==> config.mk <==
export PLATFORM = sky130hd
export DESIGN_NAME = rv_lsu
export DESIGN_NICKNAME = d
export VERILOG_FILES = /design/src/rtl/rv_lsu.sv
export SDC_FILE = /design/constraint.sdc
export NUM_CORES = 1
export LEC_CHECK = 0
export BUFFER_PORTS_ARGS = -buffer_cell sky130_fd_sc_hd__clkbuf_2
export CAP_MARGIN = 20
export CORE_ASPECT_RATIO = 0.7
export CORE_MARGIN = 5
export CORE_UTILIZATION = 45
export DETAILED_ROUTE_END_ITERATION = 7
export GPL_TIMING_DRIVEN = 0
export HOLD_SLACK_MARGIN = 0.1
export PLACE_DENSITY = 0.74
export SYNTH_ARGS = -nofsm -noshare
export SYNTH_HDL_FRONTEND = slang
export SYNTH_SLANG_ARGS = --single-unit
==> constraint.sdc <==
create_clock -name clk -period 4.2 [get_ports clk]
set_clock_uncertainty 0.1 [all_clocks]
set_input_delay 0.42 -clock clk [delete_from_list [all_inputs] [get_ports clk]]
set_output_delay 0.42 -clock clk [all_outputs]
set_load 0.01 [all_outputs]
==> src/rtl/rv_lsu.sv <==
// rv_lsu: load/store unit between execute and the data-memory port.
// Illegal accesses trap up front; legal ones run the DMem address/data handshake.
module rv_lsu #(
  parameter logic [31:0] DMEM_BASE = 32'h0000_1000,
  parameter logic [31:0] DMEM_SIZE = 32'h0000_1000
) (
  input  logic        clk,
  input  logic        rst_n,
  input  logic        req_vld,
  output logic        req_rdy,
  input  logic        req_op,
  input  logic [2:0]  req_funct3,
  input  logic [31:0] req_addr,
  input  logic [31:0] req_wdata,
  input  logic [4:0]  req_rd,
  output logic        DMemAddress_vld,
  output logic [31:0] DMemAddress,
  output logic        DMemOp,
  output logic [1:0]  DMemOpSize,
  input  logic        DMemAddress_rsp,
  output logic        DMemWData_vld,
  output logic [31:0] DMemWriteData,
  input  logic [31:0] DMemReadData,
  input  logic        DMemData_rsp,
  output logic        wb_vld,
  output logic [4:0]  wb_rd,
  output logic [31:0] wb_data,
  output logic        done,
  output logic        exc_vld,
  output logic [1:0]  exc_cause,
  output logic [31:0] exc_addr
);
  typedef enum logic [1:0] {IDLE, ADDR, DATA, RESP} lsuState_t;

  // 33-bit window bounds so BASE+SIZE and addr+bytes never wrap.
  localparam logic [32:0] WinLo = {1'b0, DMEM_BASE};
  localparam logic [32:0] WinHi = {1'b0, DMEM_BASE} + {1'b0, DMEM_SIZE};

  lsuState_t   state;
  logic        opReg;
  logic [2:0]  funct3Reg;
  logic [4:0]  rdReg;

  logic        funct3Ok;
  logic        misaligned;
  logic        outOfRange;
  logic        dataDone;
  logic [1:0]  reqSize;
  logic [32:0] accessBytes;
  logic [32:0] accessEnd;
  logic [31:0] storeData;
  logic [31:0] loadExt;

  always_comb begin
    reqSize     = 2'b11;
    accessBytes = 33'd4;
    storeData   = req_wdata;
    funct3Ok    = 1'b1;
    case (req_funct3)
      3'b000, 3'b100: begin
        reqSize     = 2'b00;
        accessBytes = 33'd1;
        storeData   = {24'd0, req_wdata[7:0]};
      end
      3'b001, 3'b101: begin
        reqSize     = 2'b01;
        accessBytes = 33'd2;
        storeData   = {16'd0, req_wdata[15:0]};
      end
      3'b010:  funct3Ok = 1'b1;
      default: funct3Ok = 1'b0;
    endcase
    // Unsigned variants only exist for loads.
    if (req_op && req_funct3[2]) begin
      funct3Ok = 1'b0;
    end
    misaligned = !funct3Ok || (reqSize[0] && req_addr[0]) || (reqSize[1] && req_addr[1]);
    accessEnd  = {1'b0, req_addr} + accessBytes;
    outOfRange = ({1'b0, req_addr} < WinLo) || (accessEnd > WinHi);
  end

  always_comb begin
    case (funct3Reg)
      3'b000:  loadExt = {{24{DMemReadData[7]}}, DMemReadData[7:0]};
      3'b100:  loadExt = {24'd0, DMemReadData[7:0]};
      3'b001:  loadExt = {{16{DMemReadData[15]}}, DMemReadData[15:0]};
      3'b101:  loadExt = {16'd0, DMemReadData[15:0]};
      default: loadExt = DMemReadData;
    endcase
  end

  // DMemData_rsp only counts in ADDR when the address phase completes in the same cycle.
  assign dataDone = ((state == ADDR) && DMemAddress_rsp && DMemData_rsp)
                 || ((state == DATA) && DMemData_rsp);

  always_ff @(posedge clk or negedge rst_n) begin
    if (!rst_n) begin
      state           <= IDLE;
      req_rdy         <= 1'b1;
      opReg           <= 1'b0;
      funct3Reg       <= 3'd0;
      rdReg           <= 5'd0;
      DMemAddress_vld <= 1'b0;
      DMemAddress     <= 32'd0;
      DMemOp          <= 1'b0;
      DMemOpSize      <= 2'b00;
      DMemWData_vld   <= 1'b0;
      DMemWriteData   <= 32'd0;
      wb_vld          <= 1'b0;
      wb_rd           <= 5'd0;
      wb_data         <= 32'd0;
      done            <= 1'b0;
      exc_vld         <= 1'b0;
      exc_cause       <= 2'b00;
      exc_addr        <= 32'd0;
    end else begin
      done    <= 1'b0;
      exc_vld <= 1'b0;
      wb_vld  <= 1'b0;
      case (state)
        IDLE: begin
          if (req_vld) begin
            opReg     <= req_op;
            funct3Reg <= req_funct3;
            rdReg     <= req_rd;
            req_rdy   <= 1'b0;
            if (misaligned || outOfRange) begin
              state     <= RESP;
              done      <= 1'b1;
              exc_vld   <= 1'b1;
              exc_cause <= misaligned ? 2'b01 : 2'b10;
              exc_addr  <= req_addr;
            end else begin
              state           <= ADDR;
              DMemAddress_vld <= 1'b1;
              DMemAddress     <= req_addr;
              DMemOp          <= req_op;
              DMemOpSize      <= reqSize;
              DMemWData_vld   <= req_op;
              DMemWriteData   <= req_op ? storeData : 32'd0;
            end
          end
        end
        ADDR: begin
          if (DMemAddress_rsp) begin
            state           <= DATA;
            DMemAddress_vld <= 1'b0;
          end
        end
        RESP: begin
          state   <= IDLE;
          req_rdy <= 1'b1;
        end
        default: ;
      endcase
      // Completion overrides the ADDR->DATA move when both phases finish together.
      if (dataDone) begin
        state           <= RESP;
        done            <= 1'b1;
        DMemAddress_vld <= 1'b0;
        DMemAddress     <= 32'd0;
        DMemOp          <= 1'b0;
        DMemOpSize      <= 2'b00;
        DMemWData_vld   <= 1'b0;
        DMemWriteData   <= 32'd0;
        if (!opReg) begin
          wb_data <= loadExt;
          wb_rd   <= rdReg;
          wb_vld  <= (rdReg != 5'd0);
        end
      end
    end
  end

endmodule

After elaboration in Yosys (flattened, before gate mapping)
Cells that the tools add are included.
{"block": "word_totals", "elab_cells": 109, "in_bits": 110, "out_inout_bits": 144, "register_bits": 154}
{"block": "classes", "mux": 42, "magnitude_cmp": 2, "n_reduce_logical": 31, "n_bitwise": 1, "eq_ne": 15, "add_sub_neg": 1}
{"operator": "$mux W32", "count": 9}
{"operator": "$pmux W32 S4", "count": 1}
{"operator": "$pmux W32 S2", "count": 1}
{"operator": "$add A32 B33 Y33", "count": 1}
{"operator": "$gt A33 B14 Y1 const B", "count": 1}
{"operator": "$lt A32 B13 Y1 const B", "count": 1}
{"operator": "$mux W2", "count": 9}
{"operator": "$mux W1", "count": 17}
{"operator": "$eq A3 B3 Y1 const B", "count": 4}
{"operator": "$ne A3 B3 Y1 const B", "count": 3}
{"operator": "$reduce_and A3 Y1", "count": 3}
{"operator": "$eq A3 B1 Y1 const B", "count": 2}
{"operator": "$logic_and A1 B1 Y1", "count": 6}
{"operator": "$logic_not A3 Y1", "count": 2}
{"operator": "$pmux W2 S3", "count": 1}
{"operator": "$pmux W3 S2", "count": 1}
{"operator": "$reduce_and A2 Y1", "count": 3}
{"operator": "$reduce_bool A2 Y1", "count": 3}
{"operator": "$logic_or A1 B1 Y1", "count": 5}
{"operator": "$reduce_bool A5 Y1", "count": 1}
{"operator": "$reduce_or A5 Y1", "count": 1}
{"operator": "$eq A2 B2 Y1 const B", "count": 2}
{"operator": "$ne A2 B2 Y1 const B", "count": 2}
{"operator": "$pmux W1 S2", "count": 2}
{"operator": "other kinds (10)", "count": 11}

Logic depth before layout (Yosys ltp)
{"block": "depth", "depth_word": 12, "mapped_depth": 17, "ltp_nobuf": 12}

Worst setup path after synthesis
OpenSTA, ideal clock, no wires.
{"block": "synth_timing", "path_kind": "input -> register", "startpoint": "in req_funct3[1]", "endpoint": "reg exc_addr[11]", "setup_ps": 125, "t_required_ps": 3975, "path_slack_ps": 141, "path_buffers": 4, "t_arrival_ps": 3834, "path_stages": 16, "path_cell_list": "buf_2 > or2_2 > clkbuf_1 > inv_1 > ha_1 > fa_1 > maj3_1 > and2_0 > clkbuf_1 > a31oi_1 > nor2_1 > a31oi_1 > nor4_4 > nor2_1 > buf_2 > mux2_2"}
{"block": "synth_between", "elab_chain_len": 9, "elab_cells_between_ends": 22, "cone_classes": "add/sub: 1; order compare: 1; eq/ne: 4; mux: 4; reduce/logical: 12"}
{"element": "start: declaration", "line_no": "12", "source": "input logic [2:0] req_funct3,"}
{"element": "parallel branches: the longest is 7 deep, another holds $add A32 B33 Y33"}
{"element": "$logic_or A1 B1 Y1 *", "line_no": "127", "source": "if (misaligned || outOfRange) begin"}
{"element": "$reduce_and A3 Y1 (no line) *"}
{"element": "end signal: assignment", "line_no": "132", "source": "exc_addr <= req_addr;"}
{"element": "end: declaration", "line_no": "31", "source": "output logic [31:0] exc_addr"}
Mark *: on every way between the ends.
A chain may end at the register's enable or synchronous reset.

Worst setup path after layout
{"block": "layout_timing", "startpoint": "in req_funct3[1]", "endpoint": "reg DMemAddress[3]"}
{"block": "layout_between", "elab_chain_len": 10, "elab_cells_between_ends": 23, "cone_classes": "add/sub: 1; order compare: 1; eq/ne: 5; mux: 4; reduce/logical: 12"}
{"element": "parallel branches: the longest is 7 deep, another holds $add A32 B33 Y33"}
{"element": "$logic_or A1 B1 Y1 *", "line_no": "127"}
{"element": "$ne A2 B2 Y1 (no line) *"}
{"element": "$reduce_and A3 Y1 (no line) *"}
{"element": "end signal: assignment", "line_no": "136", "source": "DMemAddress <= req_addr;"}
{"element": "end: declaration", "line_no": "17", "source": "output logic [31:0] DMemAddress,"}
Marks and branches as above.

==> results.json <==
{
  "ios": 254,
  "place_hpwl_um": 15300,
  "synth_area_leaders": "dfrtp_1, mux2_2, nand2_1",
  "maxCapViolations": 0,
  "clock_sinks": 154,
  "post_synth_num_cell_types": 58,
  "drive_above_1_share_pct": 39.5,
  "synth_seq_cells": 154,
  "gp_congestion": 0.875,
  "yosys-top-cells-count": "dfrtp_1, nand2_1, a21oi_1",
  "ys_warn_count": 0,
  "layout.cells.non_filler": 1157,
  "antenna_found_initial": 0,
  "synth_most_common_cell": "dfrtp_1",
  "syn-mean-instance-area_um2": 10.5,
  "final_area_mm2": 0.00929,
  "h-tree-depth": 4,
  "die_w_um": 159,
  "worst_setup_path_start_kind": "input pin",
  "dpl_cell_area_mm2": 0.00852,
  "setup.worst_path.class": "input pin to flop",
  "fmax_mhz": 253,
  "grt_max_degree": 93,
  "die_area_mm2": 0.0182,
  "routed-via-count": 6207,
  "min_path_type": "input pin to flop",
  "via_per_inst": 5.36,
  "port_buffers": 247,
  "rows": 38,
  "slew_violations": 0,
  "grt_pass1_vias": 6038,
  "path_max_fanout": 10,
  "power-per-cell-area_mw_per_mm2": 571,
  "dp.cells": 1111,
  "cts_tree": "built",
  "synthesis.nets": 780,
  "start_util_pct": 45.5,
  "ant_nets": 0,
  "nNetsFinal": 1060,
  "clock-root-buffer": "clkbuf_16",
  "critical_path_arrival_ns": 4.20,
  "synth_top_cell_by_area": "dfrtp_1",
  "grt_pass1_wl_um": 32800,
  "wl_per_cell_um": 17.5,
  "max_slew_margin_pct": 46.6,
  "leakagePower_nw": 4.61,
  "tightest_slew_ns": 0.790,
  "hold_viol": 0,
  "status": "complete, no violations",
  "netlist_area_mm2": 0.00699,
  "total_power_mw": 5.31,
  "overflow": 0,
  "period_share_pct": 93.9,
  "core_mm2": 0.0154,
  "synthCells": 663,
  "area_delta_synth_final_pct": 32.9,
  "synthArstFlopShare_pct": 100,
  "clock_path_buffers": 2,
  "synth_ff_type": "dfrtp_1",
  "drt_wl_total_um": 20300,
  "rsz0062_at_grt": "false",
  "insertion_delay_ns": 0.41,
  "clk_pin_slew_ns": 0.06,
  "cts_made_buffers": 17,
  "endpoint_kind": "flop",
  "synth-edff-count": 0,
  "track_usage_pct": 22.3,
  "fin_crit_ns": 3.95,
  "first_iter_violations": 411,
  "die_y_um": 114,
  "first_pass_iters": 4,
  "yosysSeqAreaShare_pct": 55.1,
  "synth_top_area_share_pct": 54.8,
  "cp.required_ns": 4.45,
  "ir_drop_uv": 367,
  "drc": 0,
  "setup_viol": 0,
  "fin_setup_tns_ns": 0
}
==> where the power goes <==
| group | leakage (nW) | switching [mW] | internal [mW] |
|---|---|---|---|
| registers | 1.97 | 0.225 | 1.90 |
| clock network | 0.289 | 0.651 | 0.883 |
| logic | 2.34 | 0.932 | 0.724 |
| total | 4.61 | 1.81 | 3.50 |
==> metrics by stage <==
step	utilization, %	worst slack, ns	hold slack (ns)
2_1_floorplan	-	0.141	0.0244
3_3_place_gp	55.2	-0.969	0.363
3_5_place_dp	55.5	-1.01	0.336
4_1_cts	59.9	0.00491	0.100
5_1_grt	60.5	0.0261	0.112
6_report	60.5	0.255	0.123
==> cell usage in the layout (no fill, tap or decap), types with 5 or more instances in the layout <==
cell,instances
a21oi_1,47
a22o_1,16
a31o_2,17
a31oi_1,12
and2_1,23
and3_1,8
and4_1,5
buf_1,6
buf_4,11
clkbuf_1,27
clkbuf_16,17
clkbuf_2,251
dfrtp_1,153
dlygate4sd3_1,6
ha_1,6
inv_1,6
mux2_2,46
nand2_1,95
nand3_1,22
nand4_1,8
nor2_1,39
nor3_1,5
nor4_1,8
o21ai_0,15
o21bai_1,8
o2bb2ai_1,9
==> critical path: stages <==
cell and delay (ns):
clkbuf_2 0.09, buf_2 0.23, or2_4 0.17, inv_1 0.04, ha_1 0.20, fa_1 0.45
maj3_1 0.47, and2_0 0.19, clkbuf_2 0.18, a31oi_1 0.16, nor2_1 0.07, a31oi_2 0.24
nor4_4 0.07, buf_4 0.17, a21boi_2 0.37, clkbuf_1 0.45, a22o_1 0.23
==> per-layer routing <==
metal | GRT usage [%] | vias up | share of wire, %
met4 | 6.02 | 0 | 1.4
met1 | 32.4 | 2997 | 47
met3 | 7.23 | 21 | 8.1
met2 | 32.4 | 244 | 43
li1 | - | 2945 | -
met5 | 0 | - | 0
==> kinds of logic (layout without fill, tap and decap cells) <==
| kind of cell | Yosys count | count (layout) | synth area share (%) |
|---|---|---|---|
| AND/OR/NAND/NOR | 236 | 236 | 16.4 |
| adder cells (fa/ha/maj) | 8 | 8 | 1.50 |
| XOR/XNOR | 7 | 7 | 0.877 |
| flip-flops | 154 | 154 | 55.1 |
| other | 0 | 1 | 0 |
| multiplexers | 48 | 48 | 7.69 |
| AO/OA/AOI/OAI | 155 | 155 | 15.2 |
| buffers and inverters | 55 | 348 | 3.15 |
==> cell type report <==
| cell class | count | area, um2 |
|---|---|---|
| plain buffers | 47 | 215 |
| fillers | 1348 | 6060 |
| inverters | 6 | 22.5 |
| repair buffers | 263 | 1410 |
| clock buffers | 20 | 467 |
| diodes | 1 | 2.50 |
| multi-input cells | 454 | 2940 |
| flip-flops and latches | 154 | 3850 |
| clock inverters | 12 | 131 |
| well taps | 200 | 250 |
==> sequential cells by signal (all words and copies together) (netlist names), 2 cells and up <==
| register | flops |
|---|---|
| wb_data | 32 |
| exc_cause | 2 |
| DMemWriteData | 32 |
| rdReg | 5 |
| exc_addr | 32 |
| wb_rd | 5 |
| state | 2 |
| DMemOpSize | 2 |
| DMemAddress | 32 |
| funct3Reg | 3 |
==> worst paths after layout <==
check                                  from              end  slack, ns  cells past startpoint
setup / recovery              req_funct3[1]   DMemAddress[3]       0.25                     17
hold / removal             DMemReadData[28]      wb_data[28]       0.12                      3
setup reg to reg                   state[1]      wb_data[30]       1.18                      9
hold reg to reg                       opReg            opReg       0.38                      2
max in group asynchronous             rst_n          req_rdy       2.72                      3
min in group asynchronous             rst_n  DMemAddress[27]       0.45                      2
==> timing repair <==
| item | in CTS | in global routing |
|---|---|---|
| endpoints found under the setup margin | 105 | 100 |
| resized for setup | 6 | 17 |
| endpoints found under the hold margin | 67 | 0 |
| hold buffers | 6 | 0 |
| setup buffers | 2 | 7 |
| pin swaps | 1 | 2 |
(Power assumes the default switching activity.)
